## config.mk

```make
export PLATFORM = sky130hd
export DESIGN_NAME = hazard_scoreboard
export DESIGN_NICKNAME = d
export VERILOG_FILES = /design/src/rtl/pipeline_pkg.sv /design/src/rtl/hz_sb_entry.sv /design/src/rtl/hazard_scoreboard.sv
export SDC_FILE = /design/constraint.sdc
export NUM_CORES = 1
export LEC_CHECK = 0
export CAP_MARGIN = 5
export CELL_PAD_IN_SITES_DETAIL_PLACEMENT = 2
export CELL_PAD_IN_SITES_GLOBAL_PLACEMENT = 2
export CORE_MARGIN = 2
export CORE_UTILIZATION = 45
export DETAILED_ROUTE_END_ITERATION = 16
export DONT_BUFFER_PORTS = 1
export PLACE_DENSITY = 0.85
export SETUP_SLACK_MARGIN = 0.05
export SYNTH_ARGS = -nofsm -noshare
export SYNTH_HDL_FRONTEND = slang
export SYNTH_SLANG_ARGS = --single-unit
```

## constraint.sdc

```tcl
create_clock -name clock -period 5.9 [get_ports clock]
set_input_delay 0.885 -clock clock [delete_from_list [all_inputs] [get_ports clock]]
set_output_delay 0.885 -clock clock [all_outputs]
set_load 0.02 [all_outputs]
```

## src/rtl/pipeline_pkg.sv

```systemverilog
// rtl/pipeline_pkg.sv - shared opcodes, default hazard latencies and scoreboard sizing helper
package pipeline_pkg;

  localparam logic [6:0] RTYPE  = 7'b0110011;
  localparam logic [6:0] STYPE  = 7'b0100011;
  localparam logic [6:0] SBTYPE = 7'b1100011;
  localparam logic [6:0] ITYPE  = 7'b0000011;

  localparam int DEF_ALU_LAT      = 0;
  localparam int DEF_LOAD_LAT     = 1;
  localparam int DEF_BRANCH_EXTRA = 1;

  // Wide enough for the largest preset value; never narrower than one bit.
  function automatic int cnt_width(input int alu_lat, input int load_lat, input int branch_extra);
    int m;
    int w;
    m = (alu_lat > load_lat) ? alu_lat : load_lat;
    w = $clog2(m + branch_extra + 1);
    return (w < 1) ? 1 : w;
  endfunction

endpackage

```

## src/rtl/hz_sb_entry.sv

```systemverilog
// rtl/hz_sb_entry.sv - one scoreboard entry: saturating down-counter with parallel load
module hz_sb_entry #(
  parameter int CNT_W = 2
) (
  input  logic             clock,
  input  logic             reset,
  input  logic             load,
  input  logic [CNT_W-1:0] load_val,
  output logic [CNT_W-1:0] cnt
);

  always_ff @(posedge clock or negedge reset) begin
    if (!reset) begin
      cnt <= '0;
    end else if (load) begin
      cnt <= load_val;
    end else if (cnt != '0) begin
      cnt <= cnt - CNT_W'(1);
    end
  end

endmodule

```

## src/rtl/hazard_scoreboard.sv

```systemverilog
// rtl/hazard_scoreboard.sv - ID-stage countdown scoreboard driving stalls and branch flush
// Optional HAZARD_PERF_EN adds stall_cycles / flush_count performance counters.
module hazard_scoreboard
  import pipeline_pkg::*;
#(
  parameter  int NUM_REGS     = 32,
  parameter  int ALU_LAT      = DEF_ALU_LAT,
  parameter  int LOAD_LAT     = DEF_LOAD_LAT,
  parameter  int BRANCH_EXTRA = DEF_BRANCH_EXTRA,
  localparam int REG_AW       = $clog2(NUM_REGS),
  localparam int CNT_W        = cnt_width(ALU_LAT, LOAD_LAT, BRANCH_EXTRA)
) (
  input  logic                clock,
  input  logic                reset,
  input  logic                id_valid,
  input  logic [REG_AW-1:0]   id_rs1,
  input  logic [REG_AW-1:0]   id_rs2,
  input  logic                id_use_rs1,
  input  logic                id_use_rs2,
  input  logic [REG_AW-1:0]   id_rd,
  input  logic                id_reg_write,
  input  logic                id_is_load,
  input  logic                id_is_branch,
  input  logic                id_branch_taken,
  output logic                pc_enable,
  output logic                if_id_enable,
  output logic                id_ex_bubble,
  output logic                if_flush,
  output logic                stall_pipeline_debug,
  output logic [NUM_REGS-1:0] busy_mask
`ifdef HAZARD_PERF_EN
  ,
  output logic [31:0]         stall_cycles,
  output logic [31:0]         flush_count
`endif
);

  localparam logic [CNT_W-1:0] BR_EXTRA = CNT_W'(BRANCH_EXTRA);
  localparam logic [CNT_W-1:0] ALU_VAL  = CNT_W'(ALU_LAT + BRANCH_EXTRA);
  localparam logic [CNT_W-1:0] LOAD_VAL = CNT_W'(LOAD_LAT + BRANCH_EXTRA);

  logic [CNT_W-1:0] cnt [NUM_REGS];
  logic             hazard_rs1;
  logic             hazard_rs2;
  logic             stall;
  logic             issue;
  logic [CNT_W-1:0] new_val;

  // Branches compare in ID, so they wait out the BRANCH_EXTRA slack that forwarding covers for others.
  assign hazard_rs1 = id_use_rs1 && (id_rs1 != '0) &&
                      (id_is_branch ? (cnt[id_rs1] != '0) : (cnt[id_rs1] > BR_EXTRA));
  assign hazard_rs2 = id_use_rs2 && (id_rs2 != '0) &&
                      (id_is_branch ? (cnt[id_rs2] != '0) : (cnt[id_rs2] > BR_EXTRA));

  assign stall   = id_valid && (hazard_rs1 || hazard_rs2);
  assign issue   = id_valid && !stall;
  assign new_val = id_is_load ? LOAD_VAL : ALU_VAL;

  assign pc_enable            = !stall;
  assign if_id_enable         = !stall;
  assign id_ex_bubble         = stall || !id_valid;
  assign if_flush             = issue && id_is_branch && id_branch_taken;
  assign stall_pipeline_debug = stall;

  assign cnt[0]       = '0;
  assign busy_mask[0] = 1'b0;

  for (genvar r = 1; r < NUM_REGS; r++) begin : g_entry
    logic wr;
    assign wr = issue && id_reg_write && (id_rd == REG_AW'(r));
    hz_sb_entry #(.CNT_W(CNT_W)) u_entry (
      .clock    (clock),
      .reset    (reset),
      .load     (wr),
      .load_val (new_val),
      .cnt      (cnt[r])
    );
    assign busy_mask[r] = (cnt[r] != '0);
  end

`ifdef HAZARD_PERF_EN
  always_ff @(posedge clock or negedge reset) begin
    if (!reset) begin
      stall_cycles <= '0;
      flush_count  <= '0;
    end else begin
      if (stall)    stall_cycles <= stall_cycles + 32'd1;
      if (if_flush) flush_count  <= flush_count + 32'd1;
    end
  end
`endif

endmodule

```

==> results.yml, run 1 <==
layout:
  final_common_cell: "inv_1"
  multi_input_area_sq_mm: 0.00348
  finalInstanceArea_sq_mm: 0.00587
  antenna_cells: 0
  largest_reg_flops: 62
  final_net_count: 589
  seqCellArea_sq_mm: 0.00155
  drive_gt1_share_pct: 17.6
  regMostFlops: "g_entry.u_entry.cnt"
  reg_top3: "g_entry.u_entry.cnt (62)"
  areaGrowthSynthToFinish_pct: 5.58
  final_cell_mix: "inv_1 (97), nand2_1 (65), mux2i_1 (62), dfrtp_1 (62)"
  fillCellCount: 1263
  fin_util_pct: 48.9
run_status:
  status: "completed"
routing:
  final_antenna_net_count: 0
  vias: 4200
  remaining_drc_errors: 0
  wl_mm: 17.2
  drt_iter0_markers: 231
  drtPass1Iterations: 4
  wl_per_cell_um: 25.0
  vias_per_cell: 6.12
clocking:
  clk_path_buf_depth: 2
  postCtsHoldBufs: 0
  root_buffer: "clkbuf_16"
  cts_max_level: 3
  numCtsBuffers: 9
  clock_latency_ns: 0.35
  cts_resized: 0
  cts.sinks: 62
  cts_tree: "yes"
  clkTransAtPathRegs_ns: 0.05
  cts_setup_buffers: 0
setup_path:
  critPathArrivalTime_ns: 3.29
  reg2reg_to: "g_entry[20].u_entry.cnt[1]$_DFFE_PN0P_"
  endpoint_kind: "output port"
  rr_worst_depth: 8
  worstSetupStartpointType: "primary input"
  critPathKind: "primary input to output port"
  cp.required_ns: 5.02
  cp_max_fo: 32
  rr_startpoint: "g_entry[24].u_entry.cnt[0]$_DFFE_PN0P_"
  r2r_slack_ns: 2.48
synthesis:
  synth_fp_nets: 606
  synth_seq_cells: 62
  synthTopCellsByArea: "dfrtp_1 (28%), mux2i_1 (11%), mux4_2 (8.1%), nor4_4 (7.3%), ha_1 (7.0%)"
  synthCells: 551
  yosys.area.top_type_share_pct: 27.9
  synth_ff_type: "dfrtp_1"
  syn_area_per_cell_sq_um: 10.1
  synth_area_leader_cell: "dfrtp_1"
  async_reset_ff_share_pct: 100
  synth_cell_types: 52
  synth_area_sq_mm: 0.00556
  synth_edf_count: 0
  ys_warn_count: 0
  ys_seq_area_share_pct: 27.9
grt:
  grt_usage_pct: 28.0
  grt_pass1_wl_mm: 27.6
  antenna_found_initial: 0
  grt_overflow_total: 0
  grt_max_degree: 63
  grt_pass1_vias: 4762
power_and_ir_drop:
  vdd.ir_drop.worst_mv: 0.213
  pwr_density_cell_mw_per_mm2: 549
  total_power_uw: 3220
  leakage_uw: 0.00259
floorplanning:
  dieArea_sq_mm: 0.0133
  ioPinCount: 61
  num_rows: 40
  coreArea_sq_mm: 0.0120
  die_h_um: 115
  fp.dieW_um: 115
  start_util_pct: 46.3
place:
  place_area_sq_mm: 0.00561
  place_congestion: 0.865
  hpwlAfterDp_mm: 12.9
  place_ws_ns: 1.77
  numPortBuffers: 0
timing:
  rsz0062_at_grt: "no"
  finalCriticalPeriod_ns: 4.17
  fin_crit_sh_pct: 70.8
  drv_slew: 0
  worst_slack_ns: 1.73
  fmax_mhz: 240
  finClkSkew_ns: 0.00804
  slew_headroom_pct: 15.7
  hold_viol_final: 0
  tns_ns: 0
  setup_viol: 0
  worst_pin_slew_ns: 1.26
job:
  drv_cap: 0
worst_hold_path:
  min_path_type: "primary input to async pin"
worst max path at each step:
stage,from,to,slack [ns],cells after the start
2_1_floorplan,id_rs2[0],pc_enable,1.83,12
3_3_place_gp,id_rs2[0],pc_enable,1.93,8
3_5_place_dp,id_rs2[0],pc_enable,1.77,8
4_1_cts,id_rs2[0],if_id_enable,1.74,8
5_1_grt,id_rs2[0],if_id_enable,1.58,8
6_report,id_rs2[0],if_id_enable,1.73,8
kinds of logic after synthesis:
logic type      Yosys count  synth area share (%)
xor+xnor                 31                  4.89
compound gates           49                  6.51
flops                    62                  27.9
other cells               1                0.0675
mux                     117                  26.5
buf+inv                 129                  9.95
simple gates            131                  17.2
fa+ha+maj                31                  6.98
critical path, cell delays in order:
cell and delay, ns:
mux4_2 0.48, mux2i_1 0.19, nor2_1 0.08, o311ai_1 0.38, nand3_2 0.12, buf_4 0.34
nor3_1 0.36, nand2b_1 0.43
metal layers:
metal  vias up  GRT usage (%)  share of wire, %
met4         0           14.8               4.1
met2       112           47.0                50
met1      2157           32.3                39
li1       1881              -                 -
met3        50           8.17               6.2
met5         -              0                 0
cell type report:
cell class                      instances  area share [%]
Tap cell                              147            3.13
Timing Repair Buffer                    4           0.512
Sequential cell                        62            26.4
Clock inverter                          1          0.0853
Multi-Input combinational cell        360            59.2
Clock buffer                           15            4.39
Inverter                               97            6.20
through the flow:
stage	instances	hold slack, ns
2_1_floorplan	551	0.552
3_3_place_gp	670	0.569
3_5_place_dp	670	0.585
4_1_cts	686	0.222
5_1_grt	686	0.221
6_report	686	0.234
cell usage after synthesis, types with 3 or more instances:
library cell,instances
ha_1,31
xor2_1,31
buf_2,10
mux4_2,20
mux2_1,3
nor4_1,6
clkbuf_1,8
buf_1,3
or4_4,3
mux2i_1,62
nand2_1,65
o21ai_0,16
nor3_1,3
o2111ai_1,4
buf_6,4
buf_4,7
dfrtp_1,62
nor3b_1,5
or4_1,4
a2111oi_0,3
nor2b_1,7
a221oi_1,5
inv_1,97
nor2_1,8
nor4_4,19
mux2_2,30
where the power goes:
group	total [uW]	internal, uW	switching (uW)
registers	941	673	268
clock network	487	295	192
logic	1790	786	1010
total	3220	1750	1470
Note: power is estimated with default switching activity, not from simulation.
==> run 2, diff against run 1 <==
CORE_UTILIZATION = 38   (was 45)
PLACE_DENSITY = 0.76   (was 0.85)
clock period = 3.6 ns   (was 5.9 ns; I/O delays follow)
==> run 2 against run 1 <==
  * Via count is the same
  * Critical path depth down 1
  * Flip-flop and latch count stayed put
  * Global-route usage decreased by 4.9 points
  * Register-to-register slack worse by 2.0 ns
  * Core utilization fell by 7.2 points
  * Clock power increased by 73%
  * Clock skew shrank 0.0019 ns
  * Die area up 18%
  * Sequential power grew 63%
  * Critical path type is now flip-flop to output port
==> results.yml, run 2 (synthesis results as in run 1) <==
clocking:
  clkTransAtPathRegs_ns: 0.05
  cts_setup_buffers: 0
  clock_latency_ns: 0.34
  cts_max_level: 3
  root_buffer: "clkbuf_16"
  cts_tree: "yes"
  clk_path_buf_depth: 2
  cts.sinks: 62
  numCtsBuffers: 9
floorplanning:
  fp.dieW_um: 125
  dieArea_sq_mm: 0.0156
  coreArea_sq_mm: 0.0144
  die_h_um: 125
  start_util_pct: 38.5
  num_rows: 44
  ioPinCount: 61
timing:
  slew_headroom_pct: 38.3
  worst_pin_slew_ns: 0.922
  drv_slew: 0
  tns_ns: 0
  setup_viol: 0
  rsz0062_at_grt: "no"
  fin_crit_sh_pct: 90.8
  hold_viol_final: 0
  fmax_mhz: 306
  finalCriticalPeriod_ns: 3.27
  worst_slack_ns: 0.331
  finClkSkew_ns: 0.00617
routing:
  wl_per_cell_um: 23.7
  remaining_drc_errors: 0
  vias_per_cell: 5.79
  vias: 4200
  wl_mm: 17.2
  drt_iter0_markers: 202
  drtPass1Iterations: 4
  final_antenna_net_count: 0
setup_path:
  endpoint_kind: "output port"
  critPathArrivalTime_ns: 2.73
  cpMaxStageDelayCell: "mux4_2"
  cp_cell_sequence: "mux4_2 > mux2i_1 > nor2_1 > o311ai_1 > nand3_2 > nor3_2 > and4_1"
  worstSetupStartpointType: "flip-flop"
  slowest_delay_ns: 0.48
  cp_max_fo: 4
  cp.required_ns: 3.06
  critPathKind: "flip-flop to output port"
layout:
  regMostFlops: "g_entry.u_entry.cnt"
  final_common_cell: "inv_1"
  final_cell_mix: "inv_1 (97), nand2_1 (65), mux2i_1 (62), dfrtp_1 (62)"
  largest_reg_flops: 62
  drive_gt1_share_pct: 18.6
  reg_top3: "g_entry.u_entry.cnt (62)"
  antenna_cells: 0
  final_net_count: 594
  finalInstanceArea_sq_mm: 0.00601
  areaGrowthSynthToFinish_pct: 8.15
  layoutNonFillerInstCount: 726
place:
  dp.cells: 711
  place_ws_ns: 0.422
  place_area_sq_mm: 0.00571
  place_congestion: 0.807
  numPortBuffers: 0
  hpwlAfterDp_mm: 12.2
power_and_ir_drop:
  vdd.ir_drop.worst_mv: 0.326
  seqPwrFrac_pct: 28.8
  pwr_density_cell_mw_per_mm2: 884
  swShare_pct: 44.8
  total_power_uw: 5310
  p_switching_uw: 2380
  clkPwrFrac_pct: 15.9
  combPwrFrac_pct: 55.3
  leakage_uw: 0.00264
  p_int_uw: 2930
grt:
  grt_max_degree: 63
  antenna_found_initial: 0
  grt_pass1_wl_mm: 27.8
  grt_pass1_vias: 4805
  grt_usage_pct: 23.1
  grt_overflow_total: 0
job:
  drv_cap: 0
worst_hold_path:
  min_path_type: "primary input to async pin"
run_status:
  status: "completed"
## run 2: worst max-delay path, delay by kind of cell, from the launching register on
family,cells,cell delay (ns)
simple gates,4,0.95
mux,2,0.66
flops,1,0.44
compound gates,1,0.33
## run 2: final timing paths
| kind | from | end | slack (ns) | depth (start not counted) |
|---|---|---|---|---|
| worst min-delay path | reset | g_entry[30].u_entry.cnt[1]$_DFFE_PN0P_ | 0.07 | 1 |
| worst max-delay path | g_entry[14].u_entry.cnt[0]$_DFFE_PN0P_ | if_flush | 0.33 | 7 |
| worst min register to register | g_entry[5].u_entry.cnt[0]$_DFFE_PN0P_ | g_entry[5].u_entry.cnt[0]$_DFFE_PN0P_ | 0.61 | 2 |
| worst max register to register | g_entry[1].u_entry.cnt[0]$_DFFE_PN0P_ | g_entry[25].u_entry.cnt[1]$_DFFE_PN0P_ | 0.44 | 8 |
| max in group asynchronous | reset | g_entry[3].u_entry.cnt[1]$_DFFE_PN0P_ | 3.24 | 1 |
| min in group clock | id_is_load | g_entry[27].u_entry.cnt[0]$_DFFE_PN0P_ | 0.29 | 1 |
## run 2: layer usage
metal | GRT usage, % | up-vias | part of all wire (%)
met1 | 28.6 | 2207 | 43
met4 | 6.21 | 0 | 1.5
met3 | 5.56 | 20 | 4.6
met2 | 40.4 | 82 | 51
met5 | 0 | - | 0
li1 | - | 1891 | -
## run 2: repair_timing
action                                 in CTS  in global routing
resized for setup                           0                  1
endpoints found under the hold margin      62                  0
setup endpoints to repair                   0                  3
hold buffers                                1                  0
## run 2: area by class of cell
class,instances,area (sq um)
inverters,97,364
multi-input cells,360,3480
well taps,184,230
repair buffers,9,113
clock inverters,2,35.0
flip-flops and latches,62,1550
clock buffers,12,236
fillers,1551,8410
## run 2: through the flow
stage	hold slack (ns)	util, %
final	0.0675	41.7
after global routing	0.0925	41.7
after CTS	0.0902	41.6
after detailed placement	0.249	39.6
after global placement	0.248	39.6
after floorplan	0.244	-
## run 2: power by group through the flow
stage	clock (uW)	combinational (uW)	sequential, uW
final	844	2940	1530
after global routing	896	3310	1580
after CTS	865	2990	1530
after detailed placement	0	2940	1530
after global placement	0	2670	1500
after floorplan	0	2380	1350
==> run 3, diff against run 2 <==
ABC_AREA = 1   (was unset)
CORE_UTILIZATION = 32   (was 38)
CTS_CLUSTER_SIZE = 14   (was unset)
==> run 3 against run 2 <==
  * Non-clock buffer count down 5
  * Sequential share of layout area rose by 0.36 points
  * Critical path depth up 7
  * Sequential power decreased by 8%
  * Combinational power grew 8.8%
  * Clock power is 5.1% lower
==> results.yml, run 3 <==
layout:
  fin_util_pct: 34.5
  areaGrowthSynthToFinish_pct: 5.92
  final_cell_mix: "nand2_1 (273), inv_1 (174), nand3_1 (116)"
  finalInstanceArea_sq_mm: 0.00593
  reg_top3: "g_entry.u_entry.cnt (62)"
  fillCellCount: 2159
  drive_gt1_share_pct: 3.74
  final_common_cell: "nand2_1"
  final_net_count: 907
  regMostFlops: "g_entry.u_entry.cnt"
  largest_reg_flops: 62
  antenna_cells: 0
  layoutNonFillerInstCount: 1080
routing:
  drt_iter0_markers: 259
  remaining_drc_errors: 0
  vias: 5621
  drtPass1Iterations: 4
  final_antenna_net_count: 0
  wl_per_cell_um: 19.1
  vias_per_cell: 5.20
  wl_mm: 20.6
synthesis:
  synth_cell_types: 22
  ys_seq_area_share_pct: 27.7
  syn_area_per_cell_sq_um: 6.37
  synth_edf_count: 0
  yosys.area.top_type_share_pct: 27.7
  synth_area_leader_cell: "dfrtp_1"
  synth.most_common_cell: "nand2_1"
  ys_top_cells_by_count: "nand2_1 (273), inv_1 (174), nand3_1 (116)"
  synthCells: 879
  synth_seq_cells: 62
  synth_fp_nets: 934
  ys_warn_count: 0
  synth_ff_type: "dfrtp_1"
  synthTopCellsByArea: "dfrtp_1 (28%), nand2_1 (18%), inv_1 (12%), nand3_1 (10%), ha_1 (6.9%)"
  synth_area_sq_mm: 0.00560
  async_reset_ff_share_pct: 100
grt:
  grt_pass1_vias: 6186
  grt_usage_pct: 23.3
  antenna_found_initial: 0
  grt_max_degree: 63
  grt_pass1_wl_mm: 32.8
  grt_overflow_total: 0
worst_hold_path:
  min_path_type: "primary input to async pin"
timing:
  rsz0062_at_grt: "no"
  tns_ns: 0
  setup_viol: 0
  fmax_mhz: 315
  slew_headroom_pct: 54.9
  fin_crit_sh_pct: 88.1
  finClkSkew_ns: 0.00854
  worst_pin_slew_ns: 0.676
  drv_slew: 0
  finalCriticalPeriod_ns: 3.17
  hold_viol_final: 0
place:
  place_area_sq_mm: 0.00564
  numPortBuffers: 0
  dp.cells: 1065
  hpwlAfterDp_mm: 16.1
  place_congestion: 0.827
setup_path:
  reg2reg_to: "g_entry[4].u_entry.cnt[0]$_DFFE_PN0P_"
  critPathArrivalTime_ns: 2.63
  rr_startpoint: "g_entry[25].u_entry.cnt[1]$_DFFE_PN0P_"
  cp.required_ns: 3.06
  cp_max_fo: 48
  rr_worst_depth: 15
  endpoint_kind: "output port"
  critPathKind: "primary input to output port"
  r2r_slack_ns: 0.88
  worstSetupStartpointType: "primary input"
clocking:
  root_buffer: "clkbuf_16"
  clk_path_buf_depth: 2
  numCtsBuffers: 9
  clock_latency_ns: 0.35
  cts_setup_buffers: 0
  cts_tree: "yes"
  postCtsHoldBufs: 1
  clkTransAtPathRegs_ns: 0.06
  cts.sinks: 62
  cts_resized: 0
  cts_max_level: 3
run_status:
  status: "completed"
floorplanning:
  die_h_um: 136
  start_util_pct: 32.6
  dieArea_sq_mm: 0.0186
  coreArea_sq_mm: 0.0172
  fp.dieW_um: 136
  ioPinCount: 61
  num_rows: 48
job:
  drv_cap: 0
power_and_ir_drop:
  leakage_uw: 0.00333
  pwr_density_cell_mw_per_mm2: 911
  vdd.ir_drop.worst_mv: 0.280
run 3: cell type report:
| type | instances | area, sq um | area share [%] |
|---|---|---|---|
| sequential | 62 | 1550 | 26.2 |
| inverter | 178 | 668 | 11.3 |
| tap | 225 | 282 | 4.75 |
| clock buffer | 12 | 246 | 4.16 |
| timing repair buffer | 4 | 50.0 | 0.844 |
| clock inverter | 2 | 10.0 | 0.169 |
| multi-input combinational | 597 | 3120 | 52.6 |
run 3: metrics by stage:
step	total power, uW	setup WS [ns]	hold slack (ns)
4_1_cts	5500	0.418	0.0834
3_3_place_gp	4260	0.490	0.247
6_report	5400	0.428	0.0818
5_1_grt	6030	0.249	0.0979
3_5_place_dp	4640	0.335	0.247
2_1_floorplan	3810	0.847	0.244
run 3: worst max path at each step:
| stage | to | depth (start not counted) | start |
|---|---|---|---|
| 2_1_floorplan | if_flush | 14 | id_rs2[0] |
| 3_5_place_dp | g_entry[4].u_entry.cnt[0]$_DFFE_PN0P_ | 15 | id_rs1[0] |
| 4_1_cts | if_flush | 14 | id_rs1[0] |
| 5_1_grt | if_flush | 14 | id_rs1[0] |
| 6_report | if_flush | 14 | id_rs1[0] |
| 3_3_place_gp | g_entry[4].u_entry.cnt[0]$_DFFE_PN0P_ | 15 | id_rs1[0] |
run 3: critical path: stages:
cell and delay (ns):
inv_1 0.48, nand2_1 0.12, nand3_1 0.10, nand3_1 0.13, nand3_1 0.12, nand3_1 0.09
nand2_1 0.07, nand2_1 0.05, nand2_1 0.07, nand2_2 0.09, nor2_8 0.31, inv_1 0.14
nor2_1 0.13, buf_4 0.16
run 3: logic make-up (layout without fill, tap and decap cells):
kind of cell,Yosys count,after routing,synth area share (%)
AO/OA/AOI/OAI,61,61,6.44
buffers and inverters,220,196,16.5
AND/OR/NAND/NOR,473,473,37.5
other,1,1,0.0670
adder cells (fa/ha/maj),31,31,6.93
flip-flops,62,62,27.7
XOR/XNOR,31,31,4.85
run 3: where the power goes:
part	switching, uW	internal, uW	leakage (uW)
clock	326	475	0.000128
sequential	296	1100	0.000714
combinational	2120	1080	0.00249
run 3: layer usage:
layer	vias to the layer above	wire [um]	GRT usage (%)
li1	2696	-	-
met1	2812	8930	28.0
met2	88	10200	41.6
met3	25	979	4.29
met4	0	469	7.81
met5	-	0	0
